$ cat src/rtl/param_data_memory_pkg.sv
// Shared types and helpers for param_data_memory.
//   state_t     : sequencer state (INIT runs the preset fill, READY serves requests)
//   preset_word : word written at a given index by the INIT fill
package param_data_memory_pkg;

  typedef enum logic {
    INIT  = 1'b0,
    READY = 1'b1
  } state_t;

  // Lower half holds its own index; upper half holds -k for index DEPTH/2+k.
  // The result is masked to dw bits so callers can truncate without loss.
  function automatic logic [31:0] preset_word(input int idx, input int depth, input int dw);
    logic [31:0] val;
    logic [31:0] mask;
    if (idx < depth / 2) val = 32'(idx);
    else                 val = 32'(-(idx - depth / 2));
    mask = (dw >= 32) ? 32'hFFFF_FFFF : ((32'd1 << dw) - 32'd1);
    return val & mask;
  endfunction

endpackage

$ cat src/rtl/param_data_memory_array.sv
// DEPTH x DATA_WIDTH storage, one synchronous write port and one synchronous
// read port, no reset so it maps onto block RAM. Read is read-before-write.
//   clock : clock
//   we/waddr/wdata : write port
//   re/raddr/rdata : read port, rdata updates only when re is high
module param_data_memory_array
  import param_data_memory_pkg::*;
#(
  parameter int DATA_WIDTH = 8,
  parameter int DEPTH      = 32,
  parameter int ADDR_WIDTH = $clog2(DEPTH)
) (
  input  logic                  clock,
  input  logic                  we,
  input  logic [ADDR_WIDTH-1:0] waddr,
  input  logic [DATA_WIDTH-1:0] wdata,
  input  logic                  re,
  input  logic [ADDR_WIDTH-1:0] raddr,
  output logic [DATA_WIDTH-1:0] rdata
);

  logic [DATA_WIDTH-1:0] mem [DEPTH];

  always_ff @(posedge clock) begin
    if (we) mem[waddr] <= wdata;
  end

  always_ff @(posedge clock) begin
    if (re) rdata <= mem[raddr];
  end

endmodule

$ cat src/rtl/param_data_memory.sv
// Parameterised data memory with a preset sequencer.
// After reset the INIT sequencer fills every word with its preset value (one
// word per cycle, busy high); afterwards READY serves reads and writes.
//   clock, clear_n                 : clock, async active-low reset
//   signal_memread/signal_memwrite : request strobes, sampled every cycle
//   address, data_to_write         : request address and write data
//   data_out, data_valid           : read data (1-cycle latency) and its pulse
//   busy                           : sequencer running, requests refused
//   reject                         : pulse, a request arrived while busy
//   addr_error                     : pulse, out-of-range request while ready
module param_data_memory
  import param_data_memory_pkg::*;
#(
  parameter int DATA_WIDTH = 8,
  parameter int DEPTH      = 32,
  parameter int ADDR_WIDTH = $clog2(DEPTH)
) (
  input  logic                  clock,
  input  logic                  clear_n,
  input  logic                  signal_memread,
  input  logic                  signal_memwrite,
  input  logic [ADDR_WIDTH-1:0] address,
  input  logic [DATA_WIDTH-1:0] data_to_write,
  output logic [DATA_WIDTH-1:0] data_out,
  output logic                  data_valid,
  output logic                  busy,
  output logic                  reject,
  output logic                  addr_error
);

  state_t                state_q, state_d;
  logic [ADDR_WIDTH-1:0] idx_q, idx_d;

  logic                  in_init, in_ready, req, addr_ok;
  logic                  rd_ok, wr_ok;
  logic                  mem_we;
  logic [ADDR_WIDTH-1:0] mem_waddr;
  logic [DATA_WIDTH-1:0] mem_wdata, mem_rdata;
  logic                  rd_seen;

  assign in_init  = (state_q == INIT);
  assign in_ready = (state_q == READY);
  assign req      = signal_memread | signal_memwrite;
  // Extra bit so DEPTH itself is representable when DEPTH is a power of two.
  assign addr_ok  = ({1'b0, address} < (ADDR_WIDTH + 1)'(DEPTH));

  // A bad address discards both request types carried in that cycle.
  assign rd_ok = in_ready & signal_memread  & addr_ok;
  assign wr_ok = in_ready & signal_memwrite & addr_ok;

  // Write port mux: preset fill during INIT, user writes in READY. Gating
  // with clear_n drops any write coinciding with an asserted reset.
  always_comb begin
    mem_we    = 1'b0;
    mem_waddr = address;
    mem_wdata = data_to_write;
    if (in_init) begin
      mem_we    = clear_n;
      mem_waddr = idx_q;
      mem_wdata = DATA_WIDTH'(preset_word(int'(idx_q), DEPTH, DATA_WIDTH));
    end else begin
      mem_we    = wr_ok & clear_n;
    end
  end

  // Sequencer
  always_ff @(posedge clock or negedge clear_n) begin
    if (!clear_n) begin
      state_q <= INIT;
      idx_q   <= '0;
    end else begin
      state_q <= state_d;
      idx_q   <= idx_d;
    end
  end

  always_comb begin
    state_d = state_q;
    idx_d   = idx_q;
    if (state_q == INIT) begin
      if (idx_q == ADDR_WIDTH'(DEPTH - 1)) begin
        state_d = READY;
        idx_d   = '0;
      end else begin
        idx_d   = idx_q + 1'b1;
      end
    end
  end

  // Flags. rd_seen masks the un-reset RAM output so data_out reads zero
  // until the first accepted read after reset.
  always_ff @(posedge clock or negedge clear_n) begin
    if (!clear_n) begin
      data_valid <= 1'b0;
      reject     <= 1'b0;
      addr_error <= 1'b0;
      rd_seen    <= 1'b0;
    end else begin
      data_valid <= rd_ok;
      reject     <= in_init & req;
      addr_error <= in_ready & req & ~addr_ok;
      rd_seen    <= rd_seen | rd_ok;
    end
  end

  assign busy     = in_init;
  assign data_out = rd_seen ? mem_rdata : '0;

  param_data_memory_array #(
    .DATA_WIDTH(DATA_WIDTH),
    .DEPTH     (DEPTH),
    .ADDR_WIDTH(ADDR_WIDTH)
  ) u_array (
    .clock(clock),
    .we   (mem_we),
    .waddr(mem_waddr),
    .wdata(mem_wdata),
    .re   (rd_ok),
    .raddr(address),
    .rdata(mem_rdata)
  );

endmodule

$ cat config.mk
export PLATFORM = sky130hd
export DESIGN_NAME = param_data_memory
export DESIGN_NICKNAME = d
export VERILOG_FILES = /design/src/rtl/param_data_memory_pkg.sv /design/src/rtl/param_data_memory_array.sv /design/src/rtl/param_data_memory.sv
export SDC_FILE = /design/constraint.sdc
export NUM_CORES = 1
export LEC_CHECK = 0
export ABC_AREA = 1
export CELL_PAD_IN_SITES_DETAIL_PLACEMENT = 1
export CELL_PAD_IN_SITES_GLOBAL_PLACEMENT = 2
export CORE_MARGIN = 2
export CORE_UTILIZATION = 44
export CTS_BUF_LIST = sky130_fd_sc_hd__clkbuf_8
export DETAILED_ROUTE_END_ITERATION = 7
export GPL_TIMING_DRIVEN = 1
export PLACE_DENSITY_LB_ADDON = 0.08
export SLEW_MARGIN = 0
export SYNTH_ARGS = -nofsm -noshare
export SYNTH_HDL_FRONTEND = slang
export SYNTH_HIERARCHICAL = 1
export SYNTH_SLANG_ARGS = --single-unit
$ cat constraint.sdc
create_clock -name clock -period 2.51 [get_ports clock]
set_input_delay 0.502 -clock clock [delete_from_list [all_inputs] [get_ports clock]]
set_output_delay 0.502 -clock clock [all_outputs]
set_load 0.02 [all_outputs]
==> results.toml <==
[pwr]
ir_drop_v = 0.000542
power_leakage_nw = 5.25
power_per_cell_area_mw_per_mm2 = 733

[global_routing]
grt_usage_pct = 24.2
grt-ovfl-total = 0
grt_max_degree = 71
grt_pass1_wl_mm = 50.3
antenna_found_initial = 0
grt_pass1_vias = 8355

[clocking]
root_buffer = "clkbuf_8"
ctsHoldBuffers = 0
clkTransAtPathRegs_ns = 0.06
cts-buffers-inserted = 46
ctsResizeCount = 0
cts_sinks = 273
clock_latency_ns = 0.57
tritoncts = "yes"
cts_max_path_buffers = 3
post_cts_buffers = 0
h-tree-depth = 2

[final_layout]
n_fill_cell = 2809
fin_util_pct = 52.1
nNetsFinal = 1142
area_delta_synth_final_pct = 16.5
drive_above_1_share_pct = 12.4
antenna-diode-count = 0
final_cell_mix = "nand2_1 (398), edfxtp_1 (264), nand3_1 (211)"
final_common_cell = "nand2_1"
multiInputGateArea_mm2 = 0.00286
seqCellArea_mm2 = 0.00815

[logic_synthesis]
netlist_instances = 1034
syn_avg_cell_area_um2 = 11.2
yosysWarnings = 6
ys_seq_area_share_pct = 70.4
yosysUniqueCellTypes = 24
syn-num-nets = 1054
synth_seq_cells = 273
syn-cell-area_mm2 = 0.0116

[worst_setup_path]
rr_startpoint = "idx_q[2]$_DFFE_PN0N_"
arrival_ns = 1.89
start_kind = "register"
crit_fanout = 15
path_class = "register to output pin"
critPathCaptureType = "output pin"
crit_start = "in_ready$_DFF_PN0_"
crit_required_ns = 2.01

[run]
cap_violations = 0

[die]
coreArea_mm2 = 0.0259
fp-row-count = 59
die_area_mm2 = 0.0276
die_w_um = 166
dieHeight_um = 166
start_util_pct = 44.7
io_pins = 29

[placed_design]
io_buffers = 27
routabilityCongestion = 0.774
post-dp-hpwl_mm = 20.7

[timing]
fin_skew_ns = 0.0320
setup_tns_ns = 0
period_needed_ns = 2.40
finalMaxSlewViolations = 0
tightest_slew_ns = 0.760
setup_violations = 0
fmax_mhz = 417
rsz0062_at_grt = "no"
relSlewSlack_pct = 48.8
hold_viol = 0
finalCritPeriodShare_pct = 95.5

[drt]
remaining_drc_errors = 0
route.vias.total = 7880
ant_nets = 0
post_drt_wl_per_cell_um = 21.9
via_per_inst = 5.28
wl_mm = 32.7
drt_pass1_iterations = 5
drt_iter0_drc = 633

[status]
status = "completed"

[hold_path]
worst_hold_path_type = "input port to asynchronous set/reset pin"
[worst max-delay path, stage by stage (launching register included)]
cell             delay (ns)
dfrtp_1                0.49
buf_12                 0.20
inv_2                  0.07
clkdlybuf4s50_1        0.60
[kinds of logic (layout without fill, tap and decap cells)]
kind of cell / Yosys count / count (layout) / synth area share (%)
DFF: 273 / 273 / 70.4
and+or+nand+nor: 658 / 658 / 23.7
buffers and inverters: 87 / 211 / 4.91
adders and majority gates: 3 / 3 / 0.324
other: 1 / 1 / 0.0324
AOI/OAI and AO/OA: 12 / 12 / 0.573
[worst paths after layout]
path                                                      to  slack [ns]  depth (start not counted)
worst max-delay path                                    busy        0.11                          3
worst min-delay path                    data_valid$_DFF_PN0_        0.43                          2
worst max register to register  u_array/mem[12][2]$_DFFE_PP_        0.20                          5
worst min register to register          idx_q[3]$_DFFE_PN0N_        0.60                          2
max in group asynchronous               idx_q[4]$_DFFE_PN0N_        1.90                          2
min in group clock                          reject$_DFF_PN0_        0.55                          3
[power by group]
group | switching [W] | internal (W) | leakage (nW)
logic | 0.000492 | 0.000217 | 2.21
registers | 0.00000584 | 0.00502 | 2.50
clock network | 0.00178 | 0.00238 | 0.539
[state kept, by name (all words and copies together), names as in the netlist]
signal	flops
reject	1
data_valid	1
rd_seen	1
u_array/mem	256
idx_q	5
in_ready	1
u_array/rdata	8
[Yosys cell counts (all sizes together)]
| master | n | share of area (%) |
|---|---|---|
| nand2 | 399 | 13 |
| inv | 29 | 0.94 |
| nor2 | 45 | 1.5 |
| edfxtp | 264 | 68 |
| or2 | 1 | 0.054 |
| dfrtp | 9 | 1.9 |
| o21a | 1 | 0.065 |
| nor3 | 1 | 0.043 |
| nand3 | 212 | 9.2 |
| o21ai | 8 | 0.35 |
| conb | 1 | 0.032 |
| a21oi | 3 | 0.16 |
| buf | 50 | 3.7 |
| ha | 3 | 0.32 |
| clkbuf | 8 | 0.26 |
[metal layers]
layer | vias to the layer above | share of wire (%) | GRT usage, %
li1 | 3732 | - | -
met1 | 3902 | 45 | 33.7
met2 | 205 | 49 | 40.6
met3 | 41 | 4.8 | 3.27
met4 | 0 | 1.6 | 5.96
met5 | - | 0 | 0
[cell type report]
type                    instances  area share (%)
clock buffers                  47            4.79
clock inverters                37            2.36
inverters                      29           0.816
multi-input cells             674            21.2
flip-flops and latches        273            60.4
well taps                     335            3.11
repair buffers                 98            7.29
[metrics by stage]
| step | instances | hold WS, ns | area [um^2] | power, W | setup slack, ns |
|---|---|---|---|---|---|
| finish | 1493 | 0.433 | 13500 | 0.00989 | 0.114 |
| global route | 1493 | 0.431 | 13500 | 0.0102 | 0.0123 |
| CTS | 1493 | 0.405 | 13500 | 0.00999 | 0.0812 |
| detailed placement | 1409 | 0.578 | 12500 | 0.00584 | 0.00832 |
| global placement | 1409 | 0.555 | 12500 | 0.00584 | 0.0173 |
| floorplan | 1034 | 0.206 | 11600 | 0.00553 | 0.537 |
Power figures use the tool's default switching activity.
